### config.mk
export PLATFORM = sky130hd
export DESIGN_NAME = mem_arbiter
export DESIGN_NICKNAME = d
export VERILOG_FILES = /design/src/rtl/mem_arb_pkg.sv /design/src/rtl/mem_arbiter_owner_tag_pipe.sv /design/src/rtl/mem_arbiter.sv
export SDC_FILE = /design/constraint.sdc
export NUM_CORES = 1
export LEC_CHECK = 0
export ABC_AREA = 1
export BUFFER_PORTS_ARGS = -buffer_cell sky130_fd_sc_hd__buf_2
export CORE_ASPECT_RATIO = 1.75
export CORE_UTILIZATION = 34
export CTS_CLUSTER_DIAMETER = 200
export DETAILED_ROUTE_END_ITERATION = 8
export PLACE_DENSITY_LB_ADDON = 0.3
export SKIP_CTS_REPAIR_TIMING = 1
export SLEW_MARGIN = 20
export SYNTH_ARGS = -nofsm -noshare
export SYNTH_HDL_FRONTEND = slang
export SYNTH_SLANG_ARGS = --single-unit
### constraint.sdc
create_clock -name clk -period 2.55 [get_ports clk]
set_input_delay 0.51 -clock clk [delete_from_list [all_inputs] [get_ports clk]]
set_output_delay 0.51 -clock clk [all_outputs]
set_load 0.03 [all_outputs]
### src/rtl/mem_arb_pkg.sv
// Shared types for the two-client memory arbiter: arbiter states, owner IDs
// and the {valid, owner} tag carried alongside each outstanding read.
package mem_arb_pkg;

  typedef enum logic [1:0] {
    IDLE  = 2'd0,
    GNT_I = 2'd1,
    GNT_D = 2'd2
  } arb_state_e;

  localparam logic OWN_I = 1'b0;
  localparam logic OWN_D = 1'b1;

  typedef struct packed {
    logic valid;
    logic owner;
  } tag_t;

endpackage

### src/rtl/mem_arbiter_owner_tag_pipe.sv
// owner_tag_pipe: DEPTH-deep shift register of read tags with synchronous
// clear. The tail entry lines up with the memory's read-data return.
module owner_tag_pipe
  import mem_arb_pkg::*;
#(
  parameter int unsigned DEPTH = 4
) (
  input  logic clk_i,
  input  logic clr_i,
  input  tag_t push_i,
  output tag_t tail_o
);

  tag_t pipe_q [DEPTH];

  // Shift one stage per cycle; clear drops every outstanding tag
  always_ff @(posedge clk_i) begin
    if (clr_i) begin
      for (int unsigned i = 0; i < DEPTH; i++) pipe_q[i] <= '0;
    end else begin
      pipe_q[0] <= push_i;
      for (int unsigned i = 1; i < DEPTH; i++) pipe_q[i] <= pipe_q[i-1];
    end
  end

  assign tail_o = pipe_q[DEPTH-1];

endmodule

### src/rtl/mem_arbiter.sv
// mem_arbiter: grants the shared main memory to the icache or dcache and
// routes returning read words back by a latency-matched owner tag pipe.
// Optional MEM_ARB_ROUND_ROBIN_EN: ties in IDLE go to the client not granted
// last; without it the dcache always wins ties.
module mem_arbiter
  import mem_arb_pkg::*;
#(
  parameter int unsigned MEM_LAT = 4,
  parameter int unsigned AW      = 16,
  parameter int unsigned DW      = 16
) (
  input  logic          clk,
  input  logic          rst,
  input  logic          i_ren,
  input  logic          i_wen,
  input  logic [AW-1:0] i_addr,
  input  logic [DW-1:0] i_wdata,
  output logic          i_ready,
  output logic [DW-1:0] i_rdata,
  output logic          i_data_valid,
  input  logic          d_ren,
  input  logic          d_wen,
  input  logic [AW-1:0] d_addr,
  input  logic [DW-1:0] d_wdata,
  output logic          d_ready,
  output logic [DW-1:0] d_rdata,
  output logic          d_data_valid,
  output logic          mem_ren,
  output logic          mem_wen,
  output logic [AW-1:0] mem_addr,
  output logic [DW-1:0] mem_wdata,
  input  logic [DW-1:0] mem_rdata,
  input  logic          mem_data_valid
);

  localparam int unsigned QW = $clog2(MEM_LAT + 1);

  arb_state_e    state_q, state_d, tie_st;
  logic          i_req, d_req;
  logic          owner;
  logic          own_ren, own_wen;
  logic [AW-1:0] own_addr;
  logic [DW-1:0] own_wdata;
  tag_t          push, tail;
  logic [QW-1:0] quiet_q;

  assign i_req = i_ren | i_wen;
  assign d_req = d_ren | d_wen;

`ifdef MEM_ARB_ROUND_ROBIN_EN
  logic last_q;

  // Track the most recent owner so the next tie goes to the other client
  always_ff @(posedge clk) begin
    if (rst)                   last_q <= OWN_I;
    else if (state_q == GNT_I) last_q <= OWN_I;
    else if (state_q == GNT_D) last_q <= OWN_D;
  end

  assign tie_st = (last_q == OWN_I) ? GNT_D : GNT_I;
`else
  assign tie_st = GNT_D;
`endif

  // State register
  always_ff @(posedge clk) begin
    if (rst) state_q <= IDLE;
    else     state_q <= state_d;
  end

  // Next-state and owner-side mux; IDLE leaves every memory output at 0
  always_comb begin
    state_d   = state_q;
    own_ren   = 1'b0;
    own_wen   = 1'b0;
    own_addr  = '0;
    own_wdata = '0;
    unique case (state_q)
      IDLE: begin
        if (i_req && d_req) state_d = tie_st;
        else if (d_req)     state_d = GNT_D;
        else if (i_req)     state_d = GNT_I;
      end
      GNT_I: begin
        own_ren   = i_ren;
        own_wen   = i_wen;
        own_addr  = i_addr;
        own_wdata = i_wdata;
        if (!i_req) state_d = d_req ? GNT_D : IDLE;
      end
      GNT_D: begin
        own_ren   = d_ren;
        own_wen   = d_wen;
        own_addr  = d_addr;
        own_wdata = d_wdata;
        if (!d_req) state_d = i_req ? GNT_I : IDLE;
      end
      default: state_d = IDLE;
    endcase
  end

  assign owner     = (state_q == GNT_D) ? OWN_D : OWN_I;
  assign mem_ren   = own_ren;
  assign mem_wen   = own_wen & ~own_ren;
  assign mem_addr  = own_addr;
  assign mem_wdata = own_wdata;
  assign i_ready   = (state_q == GNT_I);
  assign d_ready   = (state_q == GNT_D);

  assign push.valid = mem_ren;
  assign push.owner = owner;

  owner_tag_pipe #(
    .DEPTH (MEM_LAT)
  ) u_tag_pipe (
    .clk_i  (clk),
    .clr_i  (rst),
    .push_i (push),
    .tail_o (tail)
  );

  assign i_data_valid = mem_data_valid & tail.valid & (tail.owner == OWN_I);
  assign d_data_valid = mem_data_valid & tail.valid & (tail.owner == OWN_D);
  assign i_rdata      = mem_rdata;
  assign d_rdata      = mem_rdata;

  // Post-reset window: reads issued before reset may still return untagged
  always_ff @(posedge clk) begin
    if (rst)                quiet_q <= QW'(MEM_LAT);
    else if (quiet_q != '0) quiet_q <= quiet_q - QW'(1);
  end

  a_ren_wen_excl: assert property (@(posedge clk) disable iff (rst)
    !(own_ren && own_wen));

  a_no_orphan_data: assert property (@(posedge clk) disable iff (rst)
    !(mem_data_valid && !tail.valid && (quiet_q == '0)));

endmodule

==> impl_metrics.ini, run 1 <==
[status]
outcome = completed

[clock_network]
clk-insertion-delay-late_ns = 0.23
clk_path_buf_depth = 2
clk_pin_slew_worst_paths_ns = 0.05
numCtsBuffers = 3
htreeDepth = 1
cts_sinks = 10
cts_tree = done
cts_root_buf = clkbuf_8

[sta]
drv_slew = 0
finalClockSkew_ns = 0.00146
fin_crit_sh_pct = 92.9
worst_pin_slew_ns = 0.221
fmax_ghz = 0.422
setup_viol = 0
period_needed_ns = 2.37
hold_viol_final = 0
relSlewSlack_pct = 85.3
holdWs_ns = 0.401

[die]
start_util_pct = 35.5
core.rowCount = 28
die_h_um = 80.8
top_level_ports = 157
die-area_um2 = 3800
die_w_um = 47.0
core_area_um2 = 3400

[detailed_routing]
drt_iter0_drc = 15
ant_nets = 0
drc = 0
finalWirelength_mm = 3.56
vias_per_cell = 4.42
num_vias = 1455
first_pass_iters = 4
avgRoutedWirePerCell_um = 10.8

[cells_and_area]
layout_common_cells = buf_2 (108), nand2_1 (72), a21oi_1 (34)
final_cells = 329
drive_gt1_share_pct = 46.5
n_fill_cell = 376
layout_commonest_cell = buf_2
final_net_count = 376
antenna_cells = 0
area_growth_pct = 35.0
final_core_utilization_pct = 48.0

[yosys]
ys_ff_latch = 10
synthAdderAreaFrac_pct = 4.15
syn_area_um2 = 1210
synth-compound-area-share_pct = 14.5
synth_top_family_by_area = simple AND/OR/NAND/NOR gates
syn_nets = 297
synth-simple-area-share_pct = 35.2
synthXorXnorAreaFrac_pct = 0
avgSynthCellArea_um2 = 5.86
synthMuxAreaShare_pct = 0
yosysUniqueCellTypes = 17
syn-instance-count = 206
seq_area_frac_synth_pct = 16.6
synth_warnings = 0

[worst_setup_path]
crit_arrival_ns = 1.86
cp.required_ns = 2.04
critPathMaxFanout = 13
critPathKind = reg2out
end_kind = output port
critPathLaunchType = flop

[global_route]
antenna_found_initial = 0
grt_pass1_wl_mm = 4.94
grt_max_degree = 23
grt_pass1_vias = 1263
grt.overflow.total = 0
track_usage_pct = 17.3

[placed_design]
dpl.hpwl_mm = 2.87
place_congestion = 0.830
dp_cells = 321
io_buffer_count = 108

[power]
vdd_drop_max_v = 0.000576
power_density_nw_per_um2 = 921
p_leak_uw = 0.000894

[flow_run]
maxCapViolCount = 0

[min_path]
min_path_type = reg2reg
cells by family (layout without fill, tap and decap cells):
family,count (synthesis),after routing
AND/OR/NAND/NOR,100,100
buffers and inverters,57,135
AO/OA/AOI/OAI,35,35
flip-flops,10,10
adder cells (fa/ha/maj),4,4
cells in the mapped netlist (all sizes together):
library cell | n | area share (%)
a21oi | 34 | 14
buf | 40 | 24
clkbuf | 4 | 1.2
dfxtp | 10 | 17
ha | 4 | 4.1
inv | 13 | 4.0
nand2 | 79 | 27
nand3 | 2 | 1.2
nor2 | 18 | 6.2
o21ai | 1 | 0.41
or2 | 1 | 0.52
metal layers:
metal | up-vias | global-route usage (%) | share of wire [%]
met2 | 65 | 33.9 | 52
met4 | 0 | 12.3 | 5.2
li1 | 755 | - | -
met1 | 602 | 14.4 | 36
met3 | 33 | 1.78 | 6.9
met5 | - | 0 | 0
where the power goes:
group          switching (uW)  internal [uW]
sequential               13.2            180
clock                    54.3            135
combinational             748            371
per-stage QoR:
| stage | setup WS, ns | power, uW | setup TNS (ns) | area, um2 |
|---|---|---|---|---|
| 2_1_floorplan | 0.374 | 1060 | 0 | 1210 |
| 3_3_place_gp | 0.393 | 1250 | 0 | 1540 |
| 3_5_place_dp | 0.344 | 1250 | 0 | 1540 |
| 4_1_cts | 0.0915 | 1450 | 0 | 1600 |
| 5_1_grt | -0.000968 | 1630 | -0.000968 | 1630 |
| 6_report | 0.180 | 1500 | 0 | 1630 |
layout make-up:
| cell class | count | area, um2 | share of cell area [%] |
|---|---|---|---|
| timing repair buffer | 118 | 616 | 37.8 |
| inverter | 13 | 52.6 | 3.22 |
| tap | 45 | 56.3 | 3.45 |
| multi-input combinational | 139 | 651 | 39.9 |
| clock buffer | 4 | 55.1 | 3.38 |
| sequential | 10 | 200 | 12.3 |
registers in the layout (all words and copies together), names as in the netlist:
signal             cells
u_tag_pipe.pipe_q      8
state_q                2
worst max-delay path, stage by stage (launching register included):
cell	delay (ns)
dfxtp_1	0.37
inv_1	0.08
ha_1	0.35
clkinvlp_4	0.25
buf_4	0.24
a21oi_1	0.12
buf_2	0.21
path summary, 6_finish.rpt:
| path | startpoint | slack (ns) | end | depth (start not counted) |
|---|---|---|---|---|
| worst max-delay path | state_q[1] | 0.18 | mem_wdata[14] | 6 |
| worst min-delay path | u_tag_pipe.pipe_q[0][4] | 0.40 | u_tag_pipe.pipe_q[0][6] | 2 |
| worst max register to register | state_q[0] | 1.10 | state_q[0] | 9 |
| worst min register to register | u_tag_pipe.pipe_q[0][4] | 0.40 | u_tag_pipe.pipe_q[0][6] | 2 |
No activity file was read; power rests on OpenSTA's default activity.
==> run 2, diff against run 1 <==
Settings changed: ABC_AREA 1 to default, CORE_MARGIN from default to 5.
==> run 2 against run 1 <==
Against the previous run:
- wire length is 3.8% higher
- critical path type unchanged
- final area is 2.8% lower
- sequential cell count stayed put
- synthesized cell count is 26% lower
==> impl_metrics.ini, run 2 <==
[sta]
worst_slack_ns = 0.229
fmax_ghz = 0.431
worst_pin_slew_ns = 0.498
hold_viol_final = 0
finalClockSkew_ns = 0.00103
fin_crit_sh_pct = 91.0
period_needed_ns = 2.32
rsz0062_at_grt = false
relSlewSlack_pct = 66.8
drv_slew = 0
fin_tns_setup_ns = 0
setup_viol = 0

[yosys]
synthMostInstantiatedCell = nor2b_1
synth_top_family_by_area = simple AND/OR/NAND/NOR gates
syn_area_um2 = 1180
synthTopCellsByArea = nor2b_1 (22%), a22oi_1 (21%), buf_4 (20%)
ys.flop_type = dfxtp_1
seq_area_frac_synth_pct = 17.0
synth_common_cells = nor2b_1 (41), a22oi_1 (33), buf_4 (32), dfxtp_1 (10), clkbuf_1 (6)
synthAdderAreaFrac_pct = 4.25
synth_area_leader_cell = nor2b_1
ys_async_sr_fraction_pct = 0
synth-compound-area-share_pct = 25.4
synth_top_cell_area_share_pct = 21.8
syn_nets = 243
yosysUniqueCellTypes = 21
synth-simple-area-share_pct = 26.4
avgSynthCellArea_um2 = 7.75
synth_edf_count = 0
synthXorXnorAreaFrac_pct = 0
synth_warnings = 0
synthMuxAreaShare_pct = 1.70
ys_ff_latch = 10
syn-instance-count = 152

[detailed_routing]
wl_met1_mm = 1.27
top_layer = met4
num_vias = 1325
met3_length_um = 506
ant_nets = 0
drt_iter0_drc = 22
drc = 0
finalWirelength_mm = 3.70
avgRoutedWirePerCell_um = 13.6
met2_length_mm = 1.79
vias_per_cell = 4.89
first_pass_iters = 4

[global_route]
antenna_found_initial = 0
track_usage_pct = 14.9
grt_max_degree = 22
grt.overflow.total = 0
grt_pass1_vias = 1261
grt_pass1_wl_mm = 5.51

[power]
power_density_nw_per_um2 = 1030
vdd_drop_max_v = 0.000618
p_leak_uw = 0.000814

[placed_design]
dpl.hpwl_mm = 3.00
place_congestion = 0.756
io_buffer_count = 108
preCtsSetupSlack_ns = 0.480

[die]
die_h_um = 87.8
core.rowCount = 28
start_util_pct = 35.0
core_area_um2 = 3360
die_w_um = 54.5
die-area_um2 = 4790
top_level_ports = 157

[clock_network]
clk-insertion-delay-late_ns = 0.23
clk_pin_slew_worst_paths_ns = 0.05
cts_sinks = 10
htreeDepth = 1
cts_root_buf = clkbuf_8
numCtsBuffers = 3
clk_path_buf_depth = 2
cts_tree = done

[cells_and_area]
largest_reg_flops = 8
layout_commonest_cell = buf_2
layout_common_cells = buf_2 (108), nor2b_1 (41), a22oi_1 (33)
area_growth_pct = 34.5
final_net_count = 318
reg_top3 = u_tag_pipe.pipe_q: 8 flops, state_q: 2 flops
drive_gt1_share_pct = 52.7
antenna_cells = 0
final_core_utilization_pct = 47.1
top_register = u_tag_pipe.pipe_q

[flow_run]
maxCapViolCount = 0

[worst_setup_path]
path_buf_inv = 3
reg2reg_to = state_q[1]
cp.required_ns = 2.04
end_kind = output port
cpLargestDelayFamily = buffers and inverters
worst_r2r_path_depth = 5
critPathLaunchType = flop
cp_slowest_cell = ha_1
endpoint = mem_addr[7]
critPathKind = reg2out
critPathMaxFanout = 14
cp.depth = 6
r2r_slack_ns = 0.98
critPathMaxStageDelay_ns = 0.46
crit_arrival_ns = 1.81
r2r_start = state_q[1]
setup.worst_path.start = state_q[1]
cp_cell_sequence = inv_1, ha_1, buf_4, a22oi_1, nor2b_1, buf_2

[min_path]
min_path_type = reg2reg
hp-start = u_tag_pipe.pipe_q[0][2]

[status]
outcome = completed
## run 2: cell count changes in the layout (fill, tap and decap cells not counted), sizes merged, moves of 2 or more
| cell | change |
|---|---|
| buf | -4 |
| nor2b | +41 |
| nand2 | -78 |
| a22oi | +33 |
| and3 | +2 |
| o21a | +2 |
| nor2 | -15 |
| nand3 | -2 |
| a21oi | -34 |
| inv | -10 |
| nand2b | +2 |
| mux2i | +2 |
## run 2: final cells by class
cell class | instances | area [um2]
fill | 366 | 1780
multi-input combinational | 96 | 679
timing repair buffer | 114 | 586
sequential | 10 | 200
tap | 45 | 56.3
clock buffer | 4 | 55.1
inverter | 2 | 7.51
## run 2: worst min-delay path by stage
| stage | to | cells past startpoint | slack (ns) |
|---|---|---|---|
| 2_1_floorplan | u_tag_pipe.pipe_q[0][2] | 1 | 0.41 |
| 3_3_place_gp | u_tag_pipe.pipe_q[0][2] | 1 | 0.42 |
| 3_5_place_dp | u_tag_pipe.pipe_q[0][7] | 1 | 0.43 |
| 4_1_cts | u_tag_pipe.pipe_q[0][2] | 1 | 0.44 |
| 5_1_grt | u_tag_pipe.pipe_q[0][6] | 1 | 0.45 |
| 6_report | u_tag_pipe.pipe_q[0][4] | 1 | 0.44 |
## run 2: power breakdown
group | internal, uW | total (uW) | switching (uW)
registers | 182 | 198 | 15.9
clock network | 136 | 197 | 61.2
logic | 501 | 1230 | 729
total | 818 | 1620 | 806
## run 2: stage by stage
step,hold WS [ns],instances,area (um2),total power [uW]
2_1_floorplan,0.414,152,1180,1200
3_3_place_gp,0.419,267,1530,1440
3_5_place_dp,0.427,267,1530,1440
4_1_cts,0.443,271,1580,1650
5_1_grt,0.454,271,1580,1750
6_report,0.436,271,1580,1620
## run 2: per-layer routing
layer | global-route usage (%) | vias to the layer above
met2 | 25.3 | 92
met4 | 6.58 | 0
li1 | - | 641
met5 | 0 | -
met1 | 15.4 | 574
met3 | 5.96 | 18
## run 2: cells by family (layout without fill, tap and decap cells)
family / after synthesis / count (layout)
multiplexers: 2 / 2
AND/OR/NAND/NOR: 51 / 51
AO/OA/AOI/OAI: 39 / 39
buffers and inverters: 46 / 120
adder cells (fa/ha/maj): 4 / 4
flip-flops: 10 / 10
==> run 3, diff against run 2 <==
Settings changed: CORE_UTILIZATION 34 to 32.
Clock period 2.55 ns to 2.4 ns, I/O delays scaled along.
==> run 3 against run 2 <==
Against the previous run:
- worst setup slack got worse by 0.025 ns
- sequential share of layout area is 0.15 points lower
- final cell count up 0.37%
- clock power grew 6%
- non-clock buffer count unchanged
- critical endpoint is now mem_ren
- largest cell class unchanged
==> impl_metrics.ini, run 3 (synthesis results as in run 2) <==
[sta]
setup_viol = 0
relSlewSlack_pct = 77.5
hold_viol_final = 0
rsz0062_at_grt = false
fin_crit_sh_pct = 91.5
drv_slew = 0
fmax_ghz = 0.455
fin_tns_setup_ns = 0
worst_slack_ns = 0.204
period_needed_ns = 2.20
finalClockSkew_ns = 0.00159
worst_pin_slew_ns = 0.337

[placed_design]
place_congestion = 0.754
io_buffer_count = 108
preCtsSetupSlack_ns = 0.351
dpl.hpwl_mm = 3.41
dp_cells = 268

[power]
vdd_drop_max_v = 0.000817
p_leak_uw = 0.000815
power_density_nw_per_um2 = 1110
total_power_uw = 1780

[cells_and_area]
top_register = u_tag_pipe.pipe_q
area_growth_pct = 36.1
antenna_cells = 0
final_core_utilization_pct = 44.6
largest_reg_flops = 8
reg_top3 = u_tag_pipe.pipe_q: 8 flops, state_q: 2 flops
drive_gt1_share_pct = 53.5
final_cells = 272
final_net_count = 318
layout_commonest_cell = buf_2
layout_common_cells = buf_2 (108), nor2b_1 (41), a22oi_1 (33)

[clock_network]
cts_sinks = 10
clk_path_buf_depth = 2
cts_tree = done
htreeDepth = 1
cts_root_buf = clkbuf_8
clk-insertion-delay-late_ns = 0.23
clk_pin_slew_worst_paths_ns = 0.05
numCtsBuffers = 3

[detailed_routing]
met2_length_mm = 2.05
met3_length_um = 558
drt_iter0_drc = 33
vias_per_cell = 4.92
num_vias = 1338
wl_met1_mm = 1.27
first_pass_iters = 4
drc = 0
ant_nets = 0
finalWirelength_mm = 3.93
avgRoutedWirePerCell_um = 14.5
top_layer = met4

[global_route]
antenna_found_initial = 0
grt_pass1_wl_mm = 6.38
grt_pass1_vias = 1392
track_usage_pct = 15.2
grt_max_degree = 24
grt.overflow.total = 0

[worst_setup_path]
reg2reg_to = state_q[0]
cp_cell_sequence = inv_1, ha_2, buf_4, nor2b_1, buf_2
r2r_start = state_q[0]
end_kind = output port
critPathMaxStageDelay_ns = 0.42
critPathMaxFanout = 13
path_buf_inv = 3
worst_r2r_path_depth = 5
cp_slowest_cell = ha_2
cpLargestDelayFamily = buffers and inverters
r2r_slack_ns = 0.79
cp.required_ns = 1.92
crit_arrival_ns = 1.72
critPathLaunchType = flop
critPathKind = reg2out

[die]
die_w_um = 55.9
core_area_um2 = 3590
start_util_pct = 32.8
die-area_um2 = 5040
die_h_um = 90.2
top_level_ports = 157
core.rowCount = 29

[flow_run]
maxCapViolCount = 0

[status]
outcome = completed

[min_path]
min_path_type = reg2reg
hp-start = u_tag_pipe.pipe_q[0][5]
hold_depth = 1
min_to = u_tag_pipe.pipe_q[0][7]
## run 3: cell counts in the layout (fill, tap and decap cells not counted)
No cell type changed its count.
## run 3: routing by layer
layer  global-route usage [%]  vias up
li1                         -      640
met1                     15.0      594
met2                     28.3       90
met3                     7.59       14
met4                     2.57        0
met5                        0        -
## run 3: worst max path at each step
stage,depth (start not counted),end,start,slack (ns)
floorplan,6,mem_addr[0],state_q[0],0.08
CTS,6,mem_wdata[14],state_q[0],0.10
global route,5,mem_ren,state_q[0],0.05
detailed placement,6,mem_wdata[14],state_q[0],0.35
finish,5,mem_ren,state_q[1],0.20
global placement,6,mem_addr[10],state_q[0],0.38
## run 3: area by class of cell
type / count / area (um2)
Fill cell: 379 / 1990
Multi-Input combinational cell: 96 / 684
Tap cell: 46 / 57.6
Timing Repair Buffer: 114 / 598
Sequential cell: 10 / 200
Clock buffer: 4 / 55.1
Inverter: 2 / 7.51
## run 3: worst register-to-register path: stages (launching register included)
cell and delay, ns:
dfxtp_1 0.37, inv_1 0.08, ha_2 0.28, buf_4 0.21
a221oi_2 0.37, mux2i_1 0.23
## run 3: power by group
group	internal, uW	switching [uW]	total, uW	leakage, uW
logic	569	795	1360	0.000705
clock network	144	64.2	208	0.0000288
registers	193	17.0	210	0.0000812
## run 3: per-stage QoR
| step | instance area (um2) | hold slack [ns] |
|---|---|---|
| after detailed placement | 1540 | 0.427 |
| final | 1600 | 0.433 |
| after global routing | 1600 | 0.458 |
| after CTS | 1600 | 0.439 |
| after global placement | 1540 | 0.417 |
| after floorplan | 1180 | 0.414 |
